==> src/rtl/fir_out_sink.sv <==
// Output-side receiver for fir_alu: captures the FP16 result once per sample frame,
// converts it to saturated signed fixed point and queues it in a first-word-fall-through FIFO.
module fir_out_sink #(
  parameter int FRAME_LEN   = 65,
  parameter int CAPTURE_OFS = 64,
  parameter int FRAC_BITS   = 15,
  parameter int DEPTH       = 8
) (
  input  logic                     clk,
  input  logic                     reset,
  input  logic                     en,
  input  logic [15:0]              y_float,
  output logic                     sample_strobe,
  output logic [15:0]              out_data,
  output logic                     out_valid,
  input  logic                     out_ready,
  output logic [$clog2(DEPTH):0]   fifo_level,
  output logic                     overflow
);

  localparam int CNT_W = (FRAME_LEN > 1) ? $clog2(FRAME_LEN) : 1;
  localparam int PTR_W = $clog2(DEPTH);
  localparam int LVL_W = PTR_W + 1;
  localparam logic [CNT_W-1:0] CNT_LAST = CNT_W'(FRAME_LEN - 1);
  localparam logic [CNT_W-1:0] CNT_CAP  = CNT_W'(CAPTURE_OFS);
  localparam logic [LVL_W-1:0] LVL_FULL = LVL_W'(DEPTH);

  function automatic logic signed [15:0] sat16(input logic signed [63:0] v);
    if (v > 64'sd32767)       return 16'sh7FFF;
    else if (v < -64'sd32768) return 16'sh8000;
    else                      return v[15:0];
  endfunction

  // Magnitude is truncated by the right shift before the sign is applied,
  // so negative results round toward zero as well.
  function automatic logic signed [15:0] fp16_to_fix(input logic [15:0] f);
    logic [4:0]         e;
    logic [9:0]         m;
    logic [63:0]        mant;
    logic [63:0]        mag;
    logic signed [63:0] val;
    int                 sh;
    e = f[14:10];
    m = f[9:0];
    if (e == 5'd31) return (m != 10'd0) ? 16'sh0000 : (f[15] ? 16'sh8000 : 16'sh7FFF);
    if (e == 5'd0) begin
      mant = {54'd0, m};
      sh   = FRAC_BITS - 24;
    end else begin
      mant = {53'd0, 1'b1, m};
      sh   = int'(e) - 25 + FRAC_BITS;
    end
    if (sh > 40) sh = 40;
    if (sh >= 0) mag = mant << sh;
    else         mag = mant >> (-sh);
    val = f[15] ? -$signed(mag) : $signed(mag);
    return sat16(val);
  endfunction

  logic [CNT_W-1:0]   cnt_q, cnt_d;
  logic               vld_p0_q, vld_p1_q;
  logic [15:0]        cap_p0_q;
  logic signed [15:0] dec_p1_q;
  logic signed [15:0] mem [DEPTH];
  logic [PTR_W-1:0]   wr_q, wr_d, rd_q, rd_d;
  logic [LVL_W-1:0]   level_q, level_d;
  logic               ovf_q, ovf_d;
  logic signed [15:0] hold_q, hold_d;
  logic               full, pop, push_ok;

  assign sample_strobe = (cnt_q == CNT_CAP) && en;
  assign cnt_d = en ? ((cnt_q == CNT_LAST) ? '0 : cnt_q + CNT_W'(1)) : cnt_q;

  always_ff @(posedge clk or negedge reset) begin
    if (!reset) begin
      cnt_q    <= '0;
      vld_p0_q <= 1'b0;
      vld_p1_q <= 1'b0;
    end else begin
      cnt_q    <= cnt_d;
      vld_p0_q <= sample_strobe;
      vld_p1_q <= vld_p0_q;
    end
  end

  // p0: capture register; p1: decoded fixed-point word
  always_ff @(posedge clk) begin
    if (sample_strobe) cap_p0_q <= y_float;
    if (vld_p0_q)      dec_p1_q <= fp16_to_fix(cap_p0_q);
  end

  // FIFO write/read stage
  assign full    = (level_q == LVL_FULL);
  assign pop     = out_valid && out_ready;
  assign push_ok = vld_p1_q && (!full || pop);

  always_comb begin
    wr_d    = wr_q;
    rd_d    = rd_q;
    level_d = level_q;
    ovf_d   = ovf_q;
    hold_d  = hold_q;
    if (push_ok) wr_d = wr_q + PTR_W'(1);
    if (pop) begin
      rd_d   = rd_q + PTR_W'(1);
      hold_d = mem[rd_q];
    end
    case ({push_ok, pop})
      2'b10:   level_d = level_q + LVL_W'(1);
      2'b01:   level_d = level_q - LVL_W'(1);
      default: level_d = level_q;
    endcase
    if (vld_p1_q && full && !pop) ovf_d = 1'b1;
  end

  always_ff @(posedge clk or negedge reset) begin
    if (!reset) begin
      wr_q    <= '0;
      rd_q    <= '0;
      level_q <= '0;
      ovf_q   <= 1'b0;
      hold_q  <= '0;
    end else begin
      wr_q    <= wr_d;
      rd_q    <= rd_d;
      level_q <= level_d;
      ovf_q   <= ovf_d;
      hold_q  <= hold_d;
    end
  end

  always_ff @(posedge clk) begin
    if (push_ok) mem[wr_q] <= dec_p1_q;
  end

  assign out_valid  = (level_q != '0);
  assign out_data   = out_valid ? mem[rd_q] : hold_q;
  assign fifo_level = level_q;
  assign overflow   = ovf_q;

endmodule
==> config.mk <==
export PLATFORM = sky130hd
export DESIGN_NAME = fir_out_sink
export DESIGN_NICKNAME = d
export VERILOG_FILES = /design/src/rtl/fir_out_sink.sv
export SDC_FILE = /design/constraint.sdc
export NUM_CORES = 1
export LEC_CHECK = 0
export ABC_AREA = 1
export BUFFER_PORTS_ARGS = -buffer_cell sky130_fd_sc_hd__buf_4
export CAP_MARGIN = 15
export CORE_MARGIN = 2
export CORE_UTILIZATION = 40
export DETAILED_ROUTE_END_ITERATION = 7
export PLACE_DENSITY = 0.59
export SLEW_MARGIN = 30
export SYNTH_ARGS = -nofsm -noshare
export SYNTH_HDL_FRONTEND = slang
export SYNTH_SLANG_ARGS = --single-unit
==> constraint.sdc <==
create_clock -name clk -period 7.25 [get_ports clk]
set_clock_uncertainty 0.15 [all_clocks]
set_input_delay 1.45 -clock clk [delete_from_list [all_inputs] [get_ports clk]]
set_output_delay 1.45 -clock clk [all_outputs]
set_load 0.01 [all_outputs]
==> reports/results.tsv, run 1 <==
stage	metric	value	unit
routing	final antenna-violating net count	0	
run_status	status	complete, no violations	
placed_design	Placed Area	13320	sq um
floorplan	Initial Util	0.4041	
worst_setup_path	Critical R2R Launch	cap_p0_q[10]$_DFFE_PP_	
layout	Final Net Count	1706	
synthesis	Synth Instances	1640	
min_path	worst hold path depth	2	
floorplan	Die Area	33070	sq um
routing	drt wl/cell	16.10	um
min_path	Hold Crit Start	hold_q[6]$_DFFE_PN0P_	
worst_setup_path	most used cell, CP	nand2_1	
clock_tree	Max clock buf depth	2	
synthesis	synthesized area	12650	sq um
clock_tree	CTS Sinks	196	
sta	Max Fclk	153.7	MHz
clock_tree	Worst-path clk slew	0.08	ns
grt	aggregate global routing overflow	0	
placed_design	GPL Wtd Cong	0.9503	
grt	first-pass GRT wire length	54490	um
worst_setup_path	crit end category	flip-flop	
synthesis	synthesized area per cell	7.715	sq um
layout	final instance area	14010	sq um
sta	Setup-failing EPs final	0	
routing	DR pass1 iterations	6	
worst_setup_path	R2R cell count	45	
worst_setup_path	Crit Path Category	reg2reg	
min_path	Min-Delay Path Class	reg2reg	
worst_setup_path	RR Endpoint	dec_p1_q[4]$_DFFE_PP_	
synthesis	most common cell in the netlist	nand2_1	
routing	post-DR vias/cell	5.334	
pwr	peak supply drop	226.0	uV
clock_tree	Root Buffer	clkbuf_16	
worst_setup_path	flop-to-flop setup slack	0.74	ns
synthesis	largest area contributor in the netlist	edfxtp_1	
routing	Via Count	11084	
layout	P&R area growth vs syn	10.71	%
worst_setup_path	CP max stage cell	edfxtp_1	
layout	# diodes	0	
floorplan	Die Width	181.9	um
sta	actual slew at the worst max-slew pin	0.9324	ns
synthesis	synthesized flop and latch total	196	
routing	DR iter-0 viols	995	
synthesis	area share of the largest cell type after synthesis	0.3797	
worst_setup_path	CP max FO	22	
floorplan	num ports	43	
synthesis	Synth area leaders	edfxtp_1 (38%), nand2_1 (15%), nand3_1 (7.8%)	
floorplan	Core ar.	31310	sq um
job	max-cap violations	0	
clock_tree	Num CTS Buffers	17	
sta	Slew headroom	0.3765	
synthesis	Top FF cell, synth	edfxtp_1	
sta	post-route minimum period	6.508	ns
placed_design	# port buffers	42	
grt	GRT Total Usage	0.2069	
synthesis	Synth Net Count	1683	
grt	vias in the first global route	10357	
clock_tree	Clk Latency, worst-skew pair	0.44	ns
worst_setup_path	CP required	7.28	ns
pwr	leakage	6.493	nW
synthesis	Post-synth EDFFs	160	
layout	layout cell share with drive strength beyond 1	0.1014	
sta	Fin Setup TNS	0	ns
worst_setup_path	CP arrival	6.54	ns
sta	Final Hold Viols	0	
floorplan	Die H	181.9	um
sta	RSZ-0062 raised after global routing	no	
pwr	pwr/cell area	252.9	nW/um^2
sta	Final Max Tran Viols	0	
synthesis	Yosys Warn Count	0	
synthesis	Unique masters post-synth	50	
worst_setup_path	critical path startpoint category	flip-flop	
synthesis	Async S/R FF share, synth	0.1837	
min_path	WHS Endpoint	hold_q[6]$_DFFE_PN0P_	
grt	initial antenna violation count	0	
routing	total routed wirelength	33450	um
routing	DRC viols	0	
placed_design	DP Wirelength	23800	um
synthesis	Post-synth top cells	nand2_1 (519), nor2_1 (200), nand3_1 (198)	
synthesis	register area share after synthesis	0.4509	
sta	Tcrit/Tclk final	0.8977	
clock_tree	H-tree lvl count	4	
clock_tree	CTS tree	built	
floorplan	floorplan row count	65	
worst_setup_path	peak per-stage delay on the critical path	0.43	ns
grt	largest net degree at the start of global routing	67	
metal layers:
layer,vias to the layer above,part of all wire,track usage
li1,5556,-,-
met5,-,0,0
met1,5193,0.45,0.2728
met2,304,0.48,0.3496
met3,31,0.058,0.04071
met4,0,0.013,0.05323
what timing repair did:
item                       in CTS  in global routing
hold buffers                    0                  0
setup endpoints to repair       0                 15
buffers inserted                0                  7
resized for setup               0                  7
where the power goes:
| group | internal [W] | switching (W) | leakage (nW) |
|---|---|---|---|
| Combinational | 0.000448 | 0.000713 | 4.33 |
| Sequential | 0.00131 | 0.0000986 | 1.87 |
| Clock | 0.000498 | 0.000474 | 0.295 |
| Total | 0.00226 | 0.00129 | 6.49 |
stage by stage:
stage / cells / power, W / util / hold slack (ns) / setup WS, ns
after floorplan: 1640 / 0.002204 / - / 0.3034 / 1.443
after global placement: 2039 / 0.002577 / 0.4255 / 0.3163 / 0.3608
after detailed placement: 2039 / 0.002597 / 0.4255 / 0.3228 / 0.2243
after CTS: 2071 / 0.003577 / 0.4447 / 0.3409 / 0.1958
after global routing: 2078 / 0.003789 / 0.4474 / 0.3553 / 0.01719
final: 2078 / 0.003542 / 0.4474 / 0.3379 / 0.7420
cell usage in the layout (no fill, tap or decap), types with 6 or more instances in the layout:
cell         n
nand3b_1    10
o32ai_1     16
clkbuf_16   17
dfrtp_1     34
nand3_1    198
inv_2        8
nand3_2      6
nor2_1     199
edfxtp_1   160
o221ai_1    16
buf_4       68
nor3_1       8
inv_6        8
nor2_2      15
mux2i_1     16
ha_1        22
nand2_1    519
nand4_1     33
xnor2_1      9
xor2_1      14
inv_1      120
nand2_2     17
o21ai_0    103
a21oi_1      6
worst max-delay path by stage:
stage,startpoint,cells past startpoint,slack (ns),to
4_1_cts,cap_p0_q[10]$_DFFE_PP_,45,0.20,dec_p1_q[4]$_DFFE_PP_
2_1_floorplan,cap_p0_q[10]$_DFFE_PP_,46,1.44,dec_p1_q[10]$_DFFE_PP_
3_3_place_gp,cap_p0_q[10]$_DFFE_PP_,45,0.36,dec_p1_q[10]$_DFFE_PP_
6_report,cap_p0_q[10]$_DFFE_PP_,45,0.74,dec_p1_q[4]$_DFFE_PP_
5_1_grt,cap_p0_q[10]$_DFFE_PP_,45,0.02,dec_p1_q[6]$_DFFE_PP_
3_5_place_dp,cap_p0_q[10]$_DFFE_PP_,45,0.22,dec_p1_q[4]$_DFFE_PP_
kinds of logic after synthesis:
logic type	synth area share
AND/OR/NAND/NOR	0.3551
flip-flops	0.4509
buffers and inverters	0.06259
AO/OA/AOI/OAI	0.07515
XOR/XNOR	0.02027
adder cells (fa/ha/maj)	0.02334
multiplexers	0.01266
area by class of cell:
class | count | area, sq um
fillers | 3059 | 17300
multi-input cells | 1249 | 6192
flip-flops and latches | 196 | 5708
repair buffers | 68 | 510.5
well taps | 402 | 503.0
inverters | 131 | 494.2
clock buffers | 17 | 425.4
clock inverters | 15 | 175.2
registers in the layout, summed over array words and instances, names as in the netlist:
signal and cells:
cap_p0_q 16, cnt_q 7, dec_p1_q 16, fifo_level 4, hold_q 16, mem 128, overflow 1, rd_q 3
vld_p0_q 1, vld_p1_q 1, wr_q 3
critical path, delay by kind of cell (launching register included):
kind                       cells  cell delay (ns)
adders and majority gates      4             1.08
buffers and inverters          6             0.71
DFF                            1             0.43
and+or+nand+nor               35             3.86
Power figures use the tool's default switching activity.
==> run 2, diff against run 1 <==
--- a/config.mk
+++ b/config.mk
@@ -11,7 +11,7 @@
 export CORE_MARGIN = 2
 export CORE_UTILIZATION = 40
 export DETAILED_ROUTE_END_ITERATION = 7
-export PLACE_DENSITY = 0.59
+export PLACE_DENSITY = 0.55
 export SLEW_MARGIN = 30
 export SYNTH_ARGS = -nofsm -noshare
 export SYNTH_HDL_FRONTEND = slang
==> reports/results.tsv, run 2 (same netlist as run 1, synthesis figures left out) <==
stage	metric	value	unit	change
run_status	status	complete, no violations		
sta	Slew headroom	0.4500		+0.07341
worst_setup_path	CP arrival	6.52	ns	-0.02 ns
floorplan	floorplan row count	65		unchanged
layout	Reg with most FFs	mem		
sta	Max Fclk	154.1	MHz	+0.27%
routing	total routed wirelength	33640	um	+0.55%
grt	vias in the first global route	10186		-1.7%
clock_tree	CTS Sinks	196		unchanged
sta	Tcrit/Tclk final	0.8953		-0.002377
pwr	total power	0.003487	W	-1.6%
layout	Sequential Area	5708	sq um	unchanged
layout	# diodes	0		unchanged
worst_setup_path	critical path startpoint category	flip-flop		
sta	post-route minimum period	6.491	ns	-0.01723 ns
worst_setup_path	peak per-stage delay on the critical path	0.47	ns	+0.04 ns
sta	Setup-failing EPs final	0		unchanged
worst_setup_path	Buf/Inv on CP	6		unchanged
job	max-cap violations	0		unchanged
clock_tree	Root Buffer	clkbuf_16		
placed_design	GPL Wtd Cong	0.9319		-1.9%
worst_setup_path	CP max FO	23		+4.5%
sta	Final Hold Viols	0		unchanged
worst_setup_path	Crit Path Category	reg2reg		
routing	final antenna-violating net count	0		unchanged
clock_tree	Clk Latency, worst-skew pair	0.44	ns	about the same
worst_setup_path	crit end category	flip-flop		
routing	DRC viols	0		unchanged
sta	actual slew at the worst max-slew pin	0.8226	ns	-0.1098 ns
layout	most common cell after layout, fill and taps aside	nand2_1		
sta	Final Max Tran Viols	0		unchanged
layout	P&R area growth vs syn	10.54	%	
min_path	Min-Delay Path Class	reg2reg		
placed_design	DP Wirelength	24370	um	+2.4%
grt	aggregate global routing overflow	0		unchanged
sta	Fin Setup TNS	0	ns	unchanged
clock_tree	Worst-path clk slew	0.08	ns	about the same
grt	initial antenna violation count	0		unchanged
floorplan	Die Area	33070	sq um	unchanged
layout	Final Net Count	1706		unchanged
routing	post-DR vias/cell	5.276		-1.1%
clock_tree	Max clock buf depth	2		unchanged
layout	max reg flops	128		unchanged
routing	Via Count	10964		-1.1%
clock_tree	CTS tree	built		
pwr	pwr/cell area	249.3	nW/um^2	-1.4%
grt	first-pass GRT wire length	53930	um	-1.0%
sta	Final WS setup	0.7592	ns	+0.01723 ns
worst_setup_path	most used cell, CP	nand2_1		
placed_design	pre-CTS setup slack	0.2390	ns	+0.01469 ns
worst_setup_path	CP max stage cell	edfxtp_1		
worst_setup_path	kind of cell adding the most delay to the critical path	simple AND/OR/NAND/NOR gates		
layout	# fillers	3142		+2.7%
layout	layout cell share with drive strength beyond 1	0.1026		+0.001193
routing	DR pass1 iterations	8		+2
pwr	leakage	6.477	nW	-0.25%
layout	most frequent cells in the layout	nand2_1 (519), nor2_1 (199), nand3_1 (198)		
floorplan	Die Width	181.9	um	unchanged
routing	DR iter-0 viols	937		-5.8%
sta	RSZ-0062 raised after global routing	no		
routing	drt wl/cell	16.19	um	+0.55%
floorplan	num ports	43		unchanged
floorplan	Initial Util	0.4041		unchanged
grt	largest net degree at the start of global routing	67		unchanged
clock_tree	# hold bufs at CTS	0		unchanged
placed_design	# port buffers	42		unchanged
layout	Multi-input gate area	6208	sq um	+0.26%
clock_tree	Num CTS Buffers	17		unchanged
clock_tree	H-tree lvl count	4		unchanged
worst_setup_path	CP required	7.28	ns	about the same
grt	GRT Total Usage	0.2063		-0.0005989
pwr	peak supply drop	191.1	uV	-15%
floorplan	Die H	181.9	um	unchanged
floorplan	Core ar.	31310	sq um	unchanged
run 2: changes by cell type in the layout (fill, tap and decap cells not counted), sizes merged:
cell	delta
buf	-3
bufinv	-1
clkinv	+6
inv	-5
nand2	+1
nand3	+1
nor2	+1
run 2: power by group:
| group | switching [W] | total [W] | internal (W) |
|---|---|---|---|
| clock | 0.000457 | 0.000919 | 0.000461 |
| combinational | 0.000711 | 0.00116 | 0.000447 |
| sequential | 0.0000998 | 0.00141 | 0.00131 |
| total | 0.00127 | 0.00349 | 0.00222 |
run 2: metrics by stage:
| stage | util | cells | hold slack [ns] | area (sq um) |
|---|---|---|---|---|
| floorplan | - | 1640 | 0.3034 | 12650 |
| global placement | 0.4259 | 2041 | 0.3163 | 13340 |
| detailed placement | 0.4260 | 2041 | 0.3232 | 13340 |
| CTS | 0.4447 | 2073 | 0.3408 | 13920 |
| global route | 0.4467 | 2078 | 0.3553 | 13990 |
| finish | 0.4467 | 2078 | 0.3340 | 13990 |
run 2: worst paths after layout:
kind / end / depth (start not counted) / slack [ns] / from
min in group asynchronous: wr_q[0]$_DFFE_PN0P_ / 1 / 0.82 / reset
max: dec_p1_q[3]$_DFFE_PP_ / 43 / 0.76 / cap_p0_q[10]$_DFFE_PP_
max reg2reg: dec_p1_q[3]$_DFFE_PP_ / 43 / 0.76 / cap_p0_q[10]$_DFFE_PP_
min: overflow$_DFFE_PN0P_ / 1 / 0.33 / overflow$_DFFE_PN0P_
min reg2reg: overflow$_DFFE_PN0P_ / 1 / 0.33 / overflow$_DFFE_PN0P_
max in group asynchronous: rd_q[2]$_DFFE_PN0P_ / 1 / 5.78 / reset
run 2: layout make-up:
cell class | instances | share of cell area
clock buffers | 17 | 0.03041
well taps | 402 | 0.03596
flip-flops and latches | 196 | 0.4081
inverters | 131 | 0.03524
repair buffers | 65 | 0.03489
multi-input cells | 1252 | 0.4439
clock inverters | 15 | 0.01154
run 2: repair_timing:
item / CTS / global route
gates resized for setup: 0 / 5
setup endpoints to repair: 0 / 15
setup buffers: 0 / 2
run 2: metal layers:
layer / vias up / share of wire / global-route usage
li1: 5549 / - / -
met1: 5106 / 0.47 / 0.2795
met2: 272 / 0.47 / 0.3505
met3: 37 / 0.038 / 0.02286
met4: 0 / 0.017 / 0.05871
met5: - / 0 / 0
==> run 3, diff against run 2 <==
--- a/config.mk
+++ b/config.mk
@@ -12,6 +12,7 @@
 export CORE_UTILIZATION = 40
 export DETAILED_ROUTE_END_ITERATION = 7
 export PLACE_DENSITY = 0.55
+export RECOVER_POWER = 100
 export SLEW_MARGIN = 30
 export SYNTH_ARGS = -nofsm -noshare
 export SYNTH_HDL_FRONTEND = slang
==> reports/results.tsv, run 3 (same netlist as run 1, synthesis figures left out) <==
stage	metric	value	unit	change
run_status	status	finished, violations left		
run_status	failing checks	max-capacitance violations, max-slew violations		
routing	DR pass1 iterations	6		-2
clock_tree	Clk Latency, worst-skew pair	0.44	ns	about the same
sta	RSZ-0062 raised after global routing	no		
placed_design	GPL Wtd Cong	0.9319		unchanged
min_path	Min-Delay Path Class	reg2reg		
floorplan	Die Width	181.9	um	unchanged
placed_design	pre-CTS setup slack	0.2390	ns	unchanged
sta	Setup-failing EPs final	0		unchanged
layout	layout cell share with drive strength beyond 1	0.08115		-0.02148
floorplan	floorplan row count	65		unchanged
grt	M1 GR Usage	0.2795		unchanged
sta	Final WS setup	0.7955	ns	+0.03632 ns
grt	grt met3 use	0.02286		unchanged
worst_setup_path	CP max FO	23		unchanged
sta	Slew headroom	-1.254		-1.704
layout	Reg with most FFs	mem		
placed_design	Placed Area	13340	sq um	unchanged
worst_setup_path	R2R cell count	39		-9.3%
pwr	peak supply drop	184.0	uV	-3.7%
layout	final instance area	13850	sq um	-0.98%
routing	Via Count	10941		-0.21%
clock_tree	Root Buffer	clkbuf_16		
clock_tree	Max clock buf depth	2		unchanged
routing	total routed wirelength	33760	um	+0.37%
routing	post-DR vias/cell	5.265		-0.21%
clock_tree	CTS Sinks	196		unchanged
grt	GRT Total Usage	0.2063		unchanged
sta	Fin Setup TNS	0	ns	unchanged
clock_tree	# hold bufs at CTS	0		unchanged
job	max-cap violations	3		+3
routing	DR iter-0 viols	926		-1.2%
pwr	pwr/cell area	247.5	nW/um^2	-0.75%
grt	met2 Use GR	0.3505		unchanged
layout	# diodes	0		unchanged
worst_setup_path	CP required	7.28	ns	about the same
clock_tree	Num CTS Buffers	17		unchanged
routing	drt wl/cell	16.25	um	+0.37%
clock_tree	CTS tree	built		
worst_setup_path	Crit Path Category	reg2reg		
layout	# fillers	3181		+1.2%
clock_tree	H-tree lvl count	4		unchanged
floorplan	num ports	43		unchanged
sta	post-route minimum period	6.454	ns	-0.03632 ns
grt	largest net degree at the start of global routing	67		unchanged
min_path	Hold Crit Start	overflow$_DFFE_PN0P_		
floorplan	Initial Util	0.4041		unchanged
layout	max reg flops	128		unchanged
sta	Final Max Tran Viols	144		+144
grt	aggregate global routing overflow	0		unchanged
placed_design	# port buffers	42		unchanged
floorplan	Core ar.	31310	sq um	unchanged
worst_setup_path	critical path startpoint category	flip-flop		
worst_setup_path	peak per-stage delay on the critical path	0.46	ns	about the same
grt	initial antenna violation count	0		unchanged
floorplan	Die Area	33070	sq um	unchanged
layout	most common cell after layout, fill and taps aside	nand2_1		
routing	final antenna-violating net count	0		unchanged
min_path	worst hold path depth	1		unchanged
routing	DRC viols	0		unchanged
floorplan	Die H	181.9	um	unchanged
worst_setup_path	most used cell, CP	nand2_1		
worst_setup_path	Critical R2R Launch	cap_p0_q[10]$_DFFE_PP_		
layout	Final Net Count	1706		unchanged
worst_setup_path	flop-to-flop setup slack	0.80	ns	+0.04 ns
layout	most frequent cells in the layout	nand2_1 (519), nor2_1 (200), nand3_1 (198)		
sta	worst hold slack	0.3302	ns	-0.003832 ns
pwr	total power	0.003428	W	-1.7%
pwr	leakage	6.342	nW	-2.1%
min_path	WHS Endpoint	overflow$_DFFE_PN0P_		
worst_setup_path	CP arrival	6.48	ns	-0.04 ns
sta	Tcrit/Tclk final	0.8903		-0.005009
placed_design	DP Wirelength	24370	um	unchanged
sta	Final Hold Viols	0		unchanged
sta	Max Fclk	154.9	MHz	+0.56%
clock_tree	Worst-path clk slew	0.07	ns	about the same
layout	P&R area growth vs syn	9.463	%	
grt	grt peak-use layer	met2		
grt	vias in the first global route	10186		unchanged
worst_setup_path	RR Endpoint	dec_p1_q[3]$_DFFE_PP_		
worst_setup_path	crit end category	flip-flop		
sta	actual slew at the worst max-slew pin	3.381	ns	+2.558 ns
grt	first-pass GRT wire length	53930	um	unchanged
worst_setup_path	CP max stage cell	edfxtp_1		
==> run 3: area by class of cell <==
type	instances	area, sq um	area share
tap	402	503.0	0.03631
clock buffer	17	425.4	0.03071
sequential	196	5708	0.4121
clock inverter	15	161.4	0.01165
inverter	131	493.0	0.03559
multi-input combinational	1252	6200	0.4476
timing repair buffer	65	360.3	0.02602
==> run 3: worst max-delay path by stage <==
stage                                 startpoint                      to  slack [ns]  cells past startpoint
after global placement    cap_p0_q[10]$_DFFE_PP_  dec_p1_q[10]$_DFFE_PP_        0.38                     44
after global routing      cap_p0_q[10]$_DFFE_PP_   dec_p1_q[0]$_DFFE_PP_        0.04                     47
final                     cap_p0_q[10]$_DFFE_PP_   dec_p1_q[3]$_DFFE_PP_        0.80                     39
after CTS                 cap_p0_q[10]$_DFFE_PP_   dec_p1_q[3]$_DFFE_PP_        0.19                     44
after floorplan           cap_p0_q[10]$_DFFE_PP_  dec_p1_q[10]$_DFFE_PP_        1.44                     46
after detailed placement  cap_p0_q[10]$_DFFE_PP_   dec_p1_q[3]$_DFFE_PP_        0.24                     44
==> run 3: power by group <==
group / switching, W / internal (W) / leakage (nW)
Combinational: 0.000712 / 0.000386 / 4.18
Sequential: 0.0000978 / 0.00131 / 1.87
Clock: 0.000458 / 0.000461 / 0.287
Total: 0.00127 / 0.00216 / 6.34
==> run 3: worst max-delay path, delay by kind of cell (launching register included) <==
kind | cells | cell delay [ns]
flip-flops | 1 | 0.46
AND/OR/NAND/NOR | 29 | 3.70
adder cells (fa/ha/maj) | 4 | 0.95
buffers and inverters | 5 | 0.69
AO/OA/AOI/OAI | 1 | 0.22
==> run 3: repair_timing <==
action,4_1_cts,5_1_grt
setup buffers,0,2
resized for setup,0,5
endpoints found under the hold margin,0,0
endpoints found under the setup margin,0,15
==> run 3: per-stage QoR <==
stage | instances | utilization
after global routing | 2078 | 0.4424
after floorplan | 1640 | -
after CTS | 2073 | 0.4447
after detailed placement | 2041 | 0.4260
final | 2078 | 0.4424
after global placement | 2041 | 0.4259
==> run 3: per-layer routing <==
metal	share of wire	wire, um
met1	0.48	16060
met2	0.47	15930
met3	0.037	1251
met4	0.015	520
met5	0	0
